## src/rtl/pll_md_pkg.sv

```systemverilog
// Shared definitions for the PLL MD-bus responder: opcodes, data width,
// lock-state encoding and the register-file reset image.
package pll_md_pkg;

  localparam int MD_DATA_W = 8;

  typedef logic [1:0] md_opc_t;

  localparam md_opc_t MD_NOP   = 2'b00;
  localparam md_opc_t MD_ADDR  = 2'b01;
  localparam md_opc_t MD_WRITE = 2'b10;
  localparam md_opc_t MD_READ  = 2'b11;

  typedef enum logic {
    RESET_WAIT = 1'b0,
    LOCKED     = 1'b1
  } lock_state_e;

  // Power-on contents of the emulated PLL register file.
  function automatic logic [MD_DATA_W-1:0] REG_DEFAULT(input int unsigned addr);
    return (addr == 0) ? 8'h0F : 8'h00;
  endfunction

endpackage

```

## src/rtl/pll_md_responder_if.sv

```systemverilog
// MD configuration bus between the PLL init master and the responder.
// wr_err exists only when PLL_MD_WRPROT_EN is defined.
interface pll_md_responder_if;
  import pll_md_pkg::*;

  md_opc_t                mdopc;
  logic                   mdainc;
  logic [MD_DATA_W-1:0]   mdwdi;
  logic [MD_DATA_W-1:0]   mdrdo;
  logic                   lock;
`ifdef PLL_MD_WRPROT_EN
  logic                   wr_err;
`endif

  modport master (
    output mdopc, mdainc, mdwdi,
    input  mdrdo, lock
`ifdef PLL_MD_WRPROT_EN
    , input wr_err
`endif
  );

  modport slave (
    input  mdopc, mdainc, mdwdi,
    output mdrdo, lock
`ifdef PLL_MD_WRPROT_EN
    , output wr_err
`endif
  );

endinterface

```

## src/rtl/pll_md_lock_timer.sv

```systemverilog
// Emulated PLL lock: lock asserts LOCK_CYCLES edges after the last restart
// (reset or accepted WRITE); a restart always wins over the terminal count.
module pll_md_lock_timer
  import pll_md_pkg::*;
#(
  parameter int LOCK_CYCLES = 1000
) (
  input  logic mdclk,
  input  logic reset,
  input  logic restart,
  output logic lock
);

  localparam int                CNT_W   = $clog2(LOCK_CYCLES) + 1;
  localparam logic [CNT_W-1:0]  CNT_TC  = CNT_W'(LOCK_CYCLES - 1);
  localparam logic [CNT_W-1:0]  CNT_MAX = '1;

  lock_state_e       state_q, state_d;
  logic [CNT_W-1:0]  cnt_q, cnt_d;

  // NOTE: every always_comb output gets a default before any branch, so no
  // path leaves it unassigned and no latch is inferred.
  always_comb begin
    state_d = state_q;
    cnt_d   = cnt_q;
    if (cnt_q != CNT_MAX) begin
      cnt_d = cnt_q + CNT_W'(1);
    end
    if (restart) begin
      state_d = RESET_WAIT;
      cnt_d   = '0;
    end else if (state_q == RESET_WAIT && cnt_q == CNT_TC) begin
      state_d = LOCKED;
    end
  end

  // NOTE: sequential state uses non-blocking assignments so every register
  // samples the pre-edge values regardless of statement order.
  always_ff @(posedge mdclk) begin
    if (reset) begin
      state_q <= RESET_WAIT;
      cnt_q   <= '0;
    end else begin
      state_q <= state_d;
      cnt_q   <= cnt_d;
    end
  end

  assign lock = (state_q == LOCKED);

endmodule

```

## src/rtl/pll_md_responder.sv

```systemverilog
// PLL MD-bus responder: register file, auto-incrementing address pointer,
// registered read data and emulated lock. Optional write protection of
// addresses >= RO_BASE is enabled by defining PLL_MD_WRPROT_EN.
module pll_md_responder
  import pll_md_pkg::*;
#(
  parameter int ADDR_W      = 6,
  parameter int LOCK_CYCLES = 1000
`ifdef PLL_MD_WRPROT_EN
  , parameter int RO_BASE   = 48
`endif
) (
  input  logic                mdclk,
  input  logic                reset,
  pll_md_responder_if.slave   md
);

  localparam int DEPTH = 2 ** ADDR_W;

  logic [ADDR_W-1:0]     addr_q, addr_d;
  logic [MD_DATA_W-1:0]  rdo_q, rdo_d;
  logic [MD_DATA_W-1:0]  mem_q [DEPTH];
  logic                  wr_req;
  logic                  wr_ok;
  logic                  wr_en;

  always_comb begin
    addr_d = addr_q;
    rdo_d  = rdo_q;
    wr_req = 1'b0;
    case (md.mdopc)
      MD_ADDR: addr_d = md.mdwdi[ADDR_W-1:0];
      MD_WRITE: begin
        wr_req = 1'b1;
        if (md.mdainc) addr_d = addr_q + ADDR_W'(1);
      end
      MD_READ: begin
        rdo_d = mem_q[addr_q];
        if (md.mdainc) addr_d = addr_q + ADDR_W'(1);
      end
      default: ;
    endcase
  end

`ifdef PLL_MD_WRPROT_EN
  localparam logic [ADDR_W-1:0] RO_BASE_A = ADDR_W'(RO_BASE);

  logic wr_err_q;

  assign wr_ok = (addr_q < RO_BASE_A);

  // Sticky until reset; a blocked write still advances the address above.
  always_ff @(posedge mdclk) begin
    if (reset) begin
      wr_err_q <= 1'b0;
    end else if (wr_req && !wr_ok) begin
      wr_err_q <= 1'b1;
    end
  end

  assign md.wr_err = wr_err_q;
`else
  assign wr_ok = 1'b1;
`endif

  assign wr_en = wr_req & wr_ok;

  always_ff @(posedge mdclk) begin
    if (reset) begin
      addr_q <= '0;
      rdo_q  <= '0;
    end else begin
      addr_q <= addr_d;
      rdo_q  <= rdo_d;
    end
  end

  // NOTE: the register file is deliberately reset to the REG_DEFAULT image,
  // so it is built from flops rather than a RAM macro.
  always_ff @(posedge mdclk) begin
    if (reset) begin
      for (int i = 0; i < DEPTH; i++) begin
        mem_q[i] <= REG_DEFAULT(i);
      end
    end else if (wr_en) begin
      mem_q[addr_q] <= md.mdwdi;
    end
  end

  pll_md_lock_timer #(
    .LOCK_CYCLES (LOCK_CYCLES)
  ) u_lock_timer (
    .mdclk   (mdclk),
    .reset   (reset),
    .restart (wr_en),
    .lock    (md.lock)
  );

  assign md.mdrdo = rdo_q;

endmodule

```

## src/flat_wrapper.sv

```systemverilog
// flat-port wrapper written by rule: the top's interface ports become plain ports
module pll_md_responder_flat import pll_md_pkg::*;
#(
  parameter int ADDR_W      = 6,
  parameter int LOCK_CYCLES = 1000

)
  (mdclk, reset, md_mdopc, md_mdainc, md_mdwdi, md_mdrdo, md_lock);
  pll_md_responder_if md_i ();
  input  logic mdclk;
  input  logic reset;
  input wire logic [$bits(md_i.mdopc)-1:0] md_mdopc;
  input wire logic [$bits(md_i.mdainc)-1:0] md_mdainc;
  input wire logic [$bits(md_i.mdwdi)-1:0] md_mdwdi;
  output wire logic [$bits(md_i.mdrdo)-1:0] md_mdrdo;
  output wire logic [$bits(md_i.lock)-1:0] md_lock;
  assign md_i.mdopc = md_mdopc;
  assign md_i.mdainc = md_mdainc;
  assign md_i.mdwdi = md_mdwdi;
  assign md_mdrdo = md_i.mdrdo;
  assign md_lock = md_i.lock;
  pll_md_responder #(.ADDR_W(ADDR_W), .LOCK_CYCLES(LOCK_CYCLES)) u_core (.mdclk(mdclk), .reset(reset), .md(md_i));
endmodule
```

## config.mk

```make
export PLATFORM = sky130hd
export DESIGN_NAME = pll_md_responder_flat
export DESIGN_NICKNAME = d
export VERILOG_FILES = /design/src/rtl/pll_md_pkg.sv /design/src/rtl/pll_md_responder_if.sv /design/src/rtl/pll_md_lock_timer.sv /design/src/rtl/pll_md_responder.sv /design/src/flat_wrapper.sv
export SDC_FILE = /design/constraint.sdc
export NUM_CORES = 1
export LEC_CHECK = 0
export BUFFER_PORTS_ARGS = -buffer_cell sky130_fd_sc_hd__buf_2
export CORE_MARGIN = 2
export CORE_UTILIZATION = 35
export CTS_CLUSTER_SIZE = 14
export DETAILED_ROUTE_END_ITERATION = 6
export PLACE_DENSITY = 0.6
export SETUP_SLACK_MARGIN = 0.15
export SYNTH_ARGS = -nofsm -noshare
export SYNTH_HDL_FRONTEND = slang
export SYNTH_SLANG_ARGS = --single-unit
```

## constraint.sdc

```tcl
create_clock -name mdclk -period 3 [get_ports mdclk]
set_input_delay 0.3 -clock mdclk [delete_from_list [all_inputs] [get_ports mdclk]]
set_output_delay 0.3 -clock mdclk [all_outputs]
set_load 0.05 [all_outputs]
```

==> reports/results.tsv <==
stage	metric	value	unit
power	switching share of power	0.2464	
timing	Rel. slew slack	0.3481	
layout	Final nets	2010	
synthesis	top cell type's share of synthesized area	0.6098	
layout	share of layout cells above drive strength 1	0.1826	
power	Pleak	10.34	nW
timing	endpoints failing hold	0	
critical_path	Worst Setup End Kind	flip-flop	
cts	clk_lat worst skew	0.65	ns
layout	design area	0.02876	mm2
synthesis	Synth Net Count	1945	
layout	Area Overhead vs Synth	14.07	%
routing	Detail Route Antenna Nets	0	
power	part of the power in registers	0.497	
routing	post-DR wirelength/cell	25.01	um
die	num rows	98	
routing	vias per cell	5.490	
critical_path	WP data required	3.31	ns
synthesis	synth top area cells	edfxtp_1 61%, and2_1 13%, mux2i_1 3.9%, dfxtp_1 2.1%, mux4_2 2.1%	
power	Switch Pwr	4.263	mW
critical_path	Worst Path Arrival	3.08	ns
synthesis	syn_area_per_cell	13.06	um2
critical_path	Critical-path top delay cell	dfxtp_4	
placement	post-detail-place hpwl	48.18	mm
power	Pwr Density	601.5	mW/mm2
worst_hold_path	Worst Hold End	u_core.addr_q[2]	
grt	number of global-route vias before repair	16290	
routing	drt first pass iters	7	
placement	I/O Buffers	21	
placement	placed cell areas	0.02689	mm2
die	die area	0.07420	mm2
cts	CTS root buf	clkbuf_16	
power	power share of the combinational group	0.091	
critical_path	Reg2Reg Capture Point	u_core.mem_q[11][1]	
synthesis	synthesized area	0.02521	mm2
critical_path	flop2flop setup slack	0.23	ns
cts	CTS tree	built	
grt	first-pass GRT wire length	109.7	mm
cts	Clock Pin Slew Worst Setup and Hold Paths	0.06	ns
layout	antenna cell count	0	
synthesis	Post-synth ARST share	0	
critical_path	Setup crit start kind	flip-flop	
worst_hold_path	hold path start	md_mdopc[0]	
cts	CTS Sinks	538	
grt	met2 usage	0.3096	
timing	minimum clock period after layout	2.767	ns
routing	DRT iter0 DRCs	1824	
synthesis	Synth area leader	edfxtp_1	
critical_path	CP startpoint	u_core.addr_q[0]	
worst_hold_path	worst hold path type	input port to flip-flop	
timing	Tcrit/Tclk final	0.9222	
critical_path	kind of critical path	flip-flop to flip-flop	
synthesis	synthesized instance count	1930	
power	Clock Power Share	0.412	
cts	H-tree Lvls	2	
grt	largest net degree at the start of global routing	79	
timing	RSZ-0062 raised after global routing	false	
timing	final setup margin	0.2333	ns
synthesis	Yosys Warn Count	0	
timing	worst clock skew	0.03849	ns
cts	CTS Buf Count	58	
timing	Fmax	0.3614	GHz
routing	DRC Markers	0	
synthesis	sequential share of the synthesized area	0.6304	
grt	busiest metal layer after global routing	met2	
timing	Least-Margin Pin Slew	0.9778	ns
critical_path	critical path peak fanout	26	
critical_path	Crit path top cell by count	buf_4	
die	core box area	0.07136	mm2
synthesis	synth unique cells	71	
timing	final setup fails	0	
die	Initial Util	0.3533	
synthesis	top_reg_cell synth	edfxtp_1	
synthesis	Post-synth EDFFs	512	
critical_path	RR Startpoint	u_core.addr_q[0]	
run	MaxCap Viol Count	0	
routing	vias	16430	
outcome	outcome	complete, no violations	
power	Int Power	13.04	mW
cts	buffer depth of the longest clock path	3	
die	die width	272.4	um
grt	gr usage total	0.1998	
timing	max-slew violations	0	
grt	met3 Use GR	0.04188	
placement	pre-CTS setup slack	0.1779	ns
routing	Detailed Route WL	74.86	mm
critical_path	reg2reg path depth	6	
placement	Placer Congestion	0.8910	
synthesis	#FFs+latches synth	538	
timing	Fin Setup TNS	0	ns
die	Die H	272.4	um
worst_hold_path	Hold Crit Depth	3	
power	peak supply drop	459.8	uV
grt	antenna violations before repair	2	
critical_path	worst-path cell chain	and2_1 > buf_4 > nand2_1 > nor2_1 > buf_4 > or2_2	
grt	GR Util met1	0.2747	
critical_path	Largest stage delay, worst path	0.59	ns
die	num ports	22	
grt	global route overflow	0	
power by group through the flow:
stage,clock network [mW],logic (mW),registers [mW]
global placement,0,1.54,8.75
global route,7.48,1.65,8.62
detailed placement,0,1.55,8.75
finish,7.12,1.58,8.60
CTS,7.21,1.56,8.60
floorplan,0,0.952,8.69
synthesized netlist by cell type (3+ instances only):
cell       instances
and2_1           516
edfxtp_1         512
nor2_1           110
mux2i_1           97
clkbuf_1          80
or2_2             66
a221oi_1          44
o21ai_0           43
nand2_1           42
a21oi_1           39
a22oi_1           34
buf_2             29
o22ai_1           29
dfxtp_1           26
mux2_2            25
mux4_2            23
buf_4             17
nand3_1           17
buf_6             14
a211oi_1          12
nor2b_1           11
a22o_1            10
a221o_1            9
a31oi_1            9
nor2_2             8
nor3_1             8
a311oi_1           6
nand2b_1           6
nand4_1            6
o211ai_1           6
or3_1              6
buf_1              5
xor2_1             5
a2111oi_0          4
o221ai_1           4
a32oi_1            3
what timing repair did:
| item | 4_1_cts | 5_1_grt |
|---|---|---|
| buffers inserted | 0 | 0 |
| hold endpoints to repair | 0 | 0 |
| resized for setup | 0 | 2 |
| hold buffers | 0 | 0 |
| setup endpoints to repair | 0 | 34 |
cells in the final DEF, fill, tap and decap left out, drive strengths merged, types with 9 or more instances in the layout:
master,count
o21ai,43
a22o,10
a221o,9
and2,517
o22ai,29
a31oi,9
edfxtp,512
or2,67
buf,151
a21oi,39
nor3,9
nand3,19
nor2,118
mux2,27
clkinv,29
mux2i,97
a22oi,34
mux4,23
a211oi,12
a221oi,45
nand2,42
dfxtp,26
nor2b,11
clkbuf,70
stage by stage:
stage | instances | util | power [mW] | hold WS, ns
global placement | 2885 | 0.3768 | 10.29 | 0.4696
finish | 2993 | 0.4030 | 17.30 | 0.1622
detailed placement | 2885 | 0.3768 | 10.30 | 0.4720
CTS | 2993 | 0.4030 | 17.37 | 0.1125
global route | 2993 | 0.4030 | 17.75 | 0.1773
floorplan | 1930 | - | 9.645 | 0.4777
critical path: cells and delay by family (launching register included):
family | cells | cell delay [ns]
flops | 1 | 0.59
buf+inv | 2 | 0.42
simple gates | 4 | 1.44
state kept, by name, summed over array words and instances, names as in the netlist:
name / flops
u_core.addr_q: 6
u_core.md.mdrdo: 8
u_core.mem_q: 512
u_core.u_lock_timer.cnt_q: 11
u_core.u_lock_timer.lock: 1
how the worst max path moves through the flow:
stage	to	slack [ns]	cells after the start
3_5_place_dp	u_core.md.mdrdo[0]	0.18	6
2_1_floorplan	u_core.mem_q[14][0]	0.95	7
4_1_cts	u_core.md.mdrdo[0]	0.16	6
6_report	u_core.mem_q[11][1]	0.23	6
5_1_grt	u_core.mem_q[11][7]	0.17	6
3_3_place_gp	u_core.md.mdrdo[6]	0.17	7
cell families after synthesis:
logic type / synth area share
and+or+nand+nor: 0.1866
DFF: 0.6304
AOI/OAI and AO/OA: 0.07727
buffers and inverters: 0.03112
muxes: 0.07111
xor gates and xnor gates: 0.002432
adders and majority gates: 0.0009923
layout make-up:
class                           instances  area, um2
Sequential cell                       538      15910
Clock buffer                           70       1496
Inverter                                4      15.01
Multi-Input combinational cell       1242       8546
Timing Repair Buffer                  151       1239
Tap cell                              950       1189
Fill cell                            6668      42600
Clock inverter                         38      370.4
routing by layer:
layer	share of wire	vias up
li1	-	7192
met1	0.42	8300
met2	0.45	767
met3	0.087	169
met4	0.040	4
met5	0.00031	-
No activity file was read; power rests on OpenSTA's default activity.
